### src/rtl/seg7_scan_reader_if.sv
// rtl/seg7_scan_reader_if.sv - display-pin and result bundle for the 7-segment scan reader
interface seg7_scan_reader_if #(
  parameter int DIGITS = 4
);
  logic [6:0]          seg_n;
  logic [DIGITS-1:0]   an_n;
  logic                err_clr;
  logic [4*DIGITS-1:0] value;
  logic [DIGITS-1:0]   digit_valid;
  logic                pattern_err;
  logic                err_sticky;
  logic                frame_done;

  modport master (
    output seg_n, an_n, err_clr,
    input  value, digit_valid, pattern_err, err_sticky, frame_done
  );

  modport slave (
    input  seg_n, an_n, err_clr,
    output value, digit_valid, pattern_err, err_sticky, frame_done
  );
endinterface

### src/rtl/seg7_scan_reader.sv
// rtl/seg7_scan_reader.sv - recovers hex digits from a multiplexed active-low 7-segment bus
module seg7_scan_reader #(
  parameter int DIGITS        = 4,
  parameter int STABLE_CYCLES = 4
) (
  input  logic               clk,
  input  logic               rst_n,
  seg7_scan_reader_if.slave  bus
);
  localparam int              W      = DIGITS + 7;
  localparam logic [7:0]      STABLE = 8'(STABLE_CYCLES);

  logic [W-1:0]        sync1_q, sync1_d;
  logic [W-1:0]        sync2_q, sync2_d;
  logic [W-1:0]        prev_q, prev_d;
  logic [7:0]          cnt_q, cnt_d;
  logic                done_q, done_d;
  logic [4*DIGITS-1:0] value_q, value_d;
  logic [DIGITS-1:0]   valid_q, valid_d;
  logic [DIGITS-1:0]   mask_q, mask_d;
  logic                perr_q, perr_d;
  logic                sticky_q, sticky_d;
  logic                fdone_q, fdone_d;

  logic                changed;
  logic                fire;
  logic [DIGITS-1:0]   an_sel;
  logic [6:0]          seg_on;
  logic [4:0]          dec;

  // Returns {legal, nibble}; blank and unknown codes both report not legal.
  function automatic logic [4:0] decode(input logic [6:0] s);
    case (s)
      7'h3F: decode = {1'b1, 4'h0};
      7'h06: decode = {1'b1, 4'h1};
      7'h5B: decode = {1'b1, 4'h2};
      7'h4F: decode = {1'b1, 4'h3};
      7'h66: decode = {1'b1, 4'h4};
      7'h6D: decode = {1'b1, 4'h5};
      7'h7D: decode = {1'b1, 4'h6};
      7'h07: decode = {1'b1, 4'h7};
      7'h7F: decode = {1'b1, 4'h8};
      7'h6F: decode = {1'b1, 4'h9};
      7'h77: decode = {1'b1, 4'hA};
      7'h7C: decode = {1'b1, 4'hB};
      7'h39: decode = {1'b1, 4'hC};
      7'h5E: decode = {1'b1, 4'hD};
      7'h79: decode = {1'b1, 4'hE};
      7'h71: decode = {1'b1, 4'hF};
      default: decode = 5'd0;
    endcase
  endfunction

  always_comb begin
    sync1_d  = {bus.an_n, bus.seg_n};
    sync2_d  = sync1_q;
    prev_d   = sync2_q;
    value_d  = value_q;
    valid_d  = valid_q;
    mask_d   = mask_q;
    perr_d   = 1'b0;
    fdone_d  = 1'b0;
    dec      = 5'd0;

    changed = (sync2_q != prev_q);
    if (changed) begin
      cnt_d = 8'd1;
    end else if (cnt_q < STABLE) begin
      cnt_d = cnt_q + 8'd1;
    end else begin
      cnt_d = cnt_q;
    end

    // prev_q still holds the stable sample on the capture cycle, even if the pins just moved.
    fire   = (cnt_q == STABLE) && !done_q;
    done_d = changed ? 1'b0 : (fire ? 1'b1 : done_q);
    an_sel = ~prev_q[W-1:7];
    seg_on = ~prev_q[6:0];

    if (fire && $onehot(an_sel)) begin
      dec = decode(seg_on);
      for (int i = 0; i < DIGITS; i++) begin
        if (an_sel[i]) begin
          valid_d[i] = dec[4];
          if (dec[4]) begin
            value_d[4*i +: 4] = dec[3:0];
          end
        end
      end
      perr_d = (seg_on != 7'd0) && !dec[4];
      mask_d = mask_q | an_sel;
    end

    if (&mask_d) begin
      fdone_d = 1'b1;
      mask_d  = '0;
    end

    sticky_d = perr_d | (sticky_q & ~bus.err_clr);
  end

  always_ff @(posedge clk or negedge rst_n) begin
    if (!rst_n) begin
      sync1_q  <= '0;
      sync2_q  <= '0;
      prev_q   <= '0;
      cnt_q    <= '0;
      done_q   <= 1'b0;
      value_q  <= '0;
      valid_q  <= '0;
      mask_q   <= '0;
      perr_q   <= 1'b0;
      sticky_q <= 1'b0;
      fdone_q  <= 1'b0;
    end else begin
      sync1_q  <= sync1_d;
      sync2_q  <= sync2_d;
      prev_q   <= prev_d;
      cnt_q    <= cnt_d;
      done_q   <= done_d;
      value_q  <= value_d;
      valid_q  <= valid_d;
      mask_q   <= mask_d;
      perr_q   <= perr_d;
      sticky_q <= sticky_d;
      fdone_q  <= fdone_d;
    end
  end

  assign bus.value       = value_q;
  assign bus.digit_valid = valid_q;
  assign bus.pattern_err = perr_q;
  assign bus.err_sticky  = sticky_q;
  assign bus.frame_done  = fdone_q;
endmodule
### src/flat_wrapper.sv
// flat-port wrapper written by rule: the top's interface ports become plain ports
module seg7_scan_reader_flat 
#(
  parameter int DIGITS        = 4,
  parameter int STABLE_CYCLES = 4
)
  (clk, rst_n, bus_seg_n, bus_an_n, bus_err_clr, bus_value, bus_digit_valid, bus_pattern_err, bus_err_sticky, bus_frame_done);
  seg7_scan_reader_if #(.DIGITS(DIGITS)) bus_i ();
  input  logic clk;
  input  logic rst_n;
  input wire logic [$bits(bus_i.seg_n)-1:0] bus_seg_n;
  input wire logic [$bits(bus_i.an_n)-1:0] bus_an_n;
  input wire logic [$bits(bus_i.err_clr)-1:0] bus_err_clr;
  output wire logic [$bits(bus_i.value)-1:0] bus_value;
  output wire logic [$bits(bus_i.digit_valid)-1:0] bus_digit_valid;
  output wire logic [$bits(bus_i.pattern_err)-1:0] bus_pattern_err;
  output wire logic [$bits(bus_i.err_sticky)-1:0] bus_err_sticky;
  output wire logic [$bits(bus_i.frame_done)-1:0] bus_frame_done;
  assign bus_i.seg_n = bus_seg_n;
  assign bus_i.an_n = bus_an_n;
  assign bus_i.err_clr = bus_err_clr;
  assign bus_value = bus_i.value;
  assign bus_digit_valid = bus_i.digit_valid;
  assign bus_pattern_err = bus_i.pattern_err;
  assign bus_err_sticky = bus_i.err_sticky;
  assign bus_frame_done = bus_i.frame_done;
  seg7_scan_reader #(.DIGITS(DIGITS), .STABLE_CYCLES(STABLE_CYCLES)) u_core (.clk(clk), .rst_n(rst_n), .bus(bus_i));
endmodule
### config.mk
export PLATFORM = sky130hd
export DESIGN_NAME = seg7_scan_reader_flat
export DESIGN_NICKNAME = d
export VERILOG_FILES = /design/src/rtl/seg7_scan_reader_if.sv /design/src/rtl/seg7_scan_reader.sv /design/src/flat_wrapper.sv
export SDC_FILE = /design/constraint.sdc
export NUM_CORES = 1
export LEC_CHECK = 0
export ABC_AREA = 1
export BUFFER_PORTS_ARGS = -buffer_cell sky130_fd_sc_hd__buf_4
export CAP_MARGIN = 10
export CORE_ASPECT_RATIO = 0.5
export CORE_MARGIN = 4
export CORE_UTILIZATION = 59
export CTS_BUF_LIST = sky130_fd_sc_hd__clkbuf_8
export DETAILED_ROUTE_END_ITERATION = 12
export GPL_TIMING_DRIVEN = 0
export HOLD_SLACK_MARGIN = 0.15
export PLACE_DENSITY_LB_ADDON = 0.15
export SYNTH_ARGS = -nofsm -noshare
export SYNTH_HDL_FRONTEND = slang
export SYNTH_SLANG_ARGS = --single-unit
### constraint.sdc
create_clock -name clk -period 3 [get_ports clk]
set_input_delay 0.3 -clock clk [delete_from_list [all_inputs] [get_ports clk]]
set_output_delay 0.3 -clock clk [all_outputs]
set_load 0.01 [all_outputs]
==> results.md <==
* CTS max path bufs at 2
* Clock sinks at 69
* Initial DRC count at 115
* Drt pass-1 iters at 4
* Top cells by area, synth: dfrtp_1 61%, nand2_1 9.5%, nor2_1 4.3%
* Final WL at 5390 µm
* Async SR Flop Fraction at 100%
* # nets final at 372
* Ant diodes at 0
* Number of global-route vias before repair at 2,073
* Top-area cell type share of the netlist area at 60.6%
* Final hold slack at 344 ps
* Seq cells post-synth at 69
* Fin crit share at 91.1%
* Arrival @ worst endpoint at 2960 ps
* Initial antenna violation count at 0
* Most frequent cell after synthesis: nand2_1
* CP endpoint kind: flop
* CTS tree: built
* Global route overflow at 0
* CTS root buffer: clkbuf_8
* Post-synthesis sequential area ratio at 60.6%
* Worst VDD drop at 0.332 mV
* Avg Inst Size Synth at 9.77 µm²
* Primary FF master, synth: dfrtp_1
* Crit start category: flop
* Worst skew pair latency at 340 ps
* Site Rows at 17
* Filler cells at 303
* Syn Nets at 312
* Via count at 2,061
* Setup_tns at 0 ps
* Routed WL per cell at 12.7 µm
* Status: finished, final reports clean
* Ratio of cells with drive above 1 in the final layout at 24.9%
* Ports at 37
* Reg clk slew, reported paths at 70 ps
* Cts repair resizes at 0
* Post-detailed-route DRC marker count at 0
* Slew @ Worst Pin at 814 ps
* Final WS setup at 268 ps
* EDFF count, synth at 0
* Achievable Freq at 0.366 GHz
* Max Cap Viol at 0
* Rel. slew slack at 45.7%
* Synth cell types at 26
* H-tree levels at 3
* Die W at 106 µm
* Die height at 57.2 µm
* WP data required at 3230 ps
* Initial Util at 62.9%
* Unrepaired setup endpoints after global routing: no
* LEAKAGE at 1.85 nW
* Placed cell count at 394
* Area Overhead vs Synth at 24.4%
* # setup viols final at 0
* Leading area contributor after synthesis: dfrtp_1
* Power per cell area at 531 nW/µm²
* Mapped cell area at 2850 µm²
* DR vias/cell at 4.87
* Pin count of the biggest net entering global routing at 70
* DP Worst Slack at 311 ps
* CORE AREA at 4530 µm²
* Hold crit path type: flop to flop
* Ys Warns at 0
* Setup CP Type: flop to flop
* Final hold vios at 0
* Remaining antenna violation count after routing at 0
* I/O Buffers at 36
* Synth Instances at 292
* GRT Resource Usage Total at 20.4%
* RePlAce Congestion at 0.833
* Commonest cells post-synth: 72 x nand2_1, 69 x dfrtp_1, 33 x nor2_1
* TritonCTS Buffers at 9
* Fin cells at 423
* Max-slew violation count at 0
* Fin crit period at 2730 ps
* Final core occ at 78.3%
* Critical path fanouts, max at 10
* Die ar. at 6080 µm²
* Clk_skew at 4.80 ps
* First-pass GRT wire length at 9420 µm
* Post-DP HPWL at 3660 µm
-- area by class of cell --
type,count,area [µm²],share of cell area (%)
plain buffers,2,18.8,0.529
inverters,32,120,3.39
multi-input cells,189,986,27.8
clock inverters,7,90.1,2.54
repair buffers,49,400,11.3
clock buffers,9,124,3.49
flip-flops and latches,69,1730,48.7
well taps,66,82.6,2.33
-- registers in the layout, summed over array words and instances, names as in the netlist, 4 cells and up --
| signal | flops |
|---|---|
| u_core.bus.value | 16 |
| u_core.prev_d | 11 |
| u_core.bus.digit_valid | 4 |
| u_core.sync1_q | 11 |
| u_core.cnt_q | 8 |
| u_core.mask_q | 4 |
| u_core.prev_q | 11 |
-- power breakdown --
group | switching, mW | internal (mW)
sequential | 0.0206 | 0.953
combinational | 0.0636 | 0.0466
clock | 0.336 | 0.463
total | 0.421 | 1.46
-- cell families (layout without fill, tap and decap cells) --
kind of cell / Yosys count / count (layout) / share of synthesized area (%)
flip-flops: 69 / 69 / 60.6
XOR/XNOR: 11 / 11 / 3.38
AND/OR/NAND/NOR: 156 / 156 / 24.9
AO/OA/AOI/OAI: 16 / 16 / 3.42
buffers and inverters: 34 / 99 / 4.87
adder cells (fa/ha/maj): 6 / 6 / 2.90
-- layer usage --
metal / track usage, % / part of all wire [%] / wire, µm
met5: 0 / 0 / 0
met1: 24.7 / 44 / 2350
met4: 5.35 / 0.54 / 29
met3: 9.04 / 6.6 / 358
met2: 33.8 / 49 / 2650
-- placed cells by master (no fill, tap or decap), types with 5 or more instances in the layout --
cell and n:
ha_1 5, nand2_1 72, o21ai_0 11, nand3_1 16
xor2_1 9, nand2_2 12, buf_4 37, dlygate4sd3_1 13
nor2_1 33, dfrtp_1 69, inv_1 26, clkbuf_8 9
inv_2 5, nor2_2 12
-- stage by stage --
stage               cell area (µm²)  power (mW)
floorplan                      2850        1.04
global placement               3200        1.08
detailed placement             3200        1.09
CTS                            3550        1.90
global route                   3550        1.98
finish                         3550        1.88
-- final timing paths --
| check | from | endpoint | slack, ps | depth (start not counted) |
|---|---|---|---|---|
| min reg2reg | u_core.sync1_q[0] | u_core.prev_d[0] | 340 | 0 |
| min in group asynchronous | rst_n | u_core.bus.value[13] | 610 | 2 |
| max in group asynchronous | rst_n | u_core.sync1_q[6] | 1860 | 2 |
| min | u_core.sync1_q[0] | u_core.prev_d[0] | 340 | 0 |
| max reg2reg | u_core.prev_q[10] | u_core.bus.value[1] | 270 | 13 |
| max | u_core.prev_q[10] | u_core.bus.value[1] | 270 | 13 |
-- critical path: stages (launching register included) --
cell and delay, ps:
dfrtp_1 490, inv_1 90, ha_1 280, ha_1 220
fa_1 430, nor2_1 140, nand2_1 60, nor2_1 120
nand2_1 120, buf_4 200, nor2_2 210, nand2_2 130
nand2_1 70, nand2_1 50
-- timing repair --
item	CTS	global route
buffers inserted	0	0
endpoints found under the hold margin	81	0
hold buffers	13	0
Power figures use the tool's default switching activity.
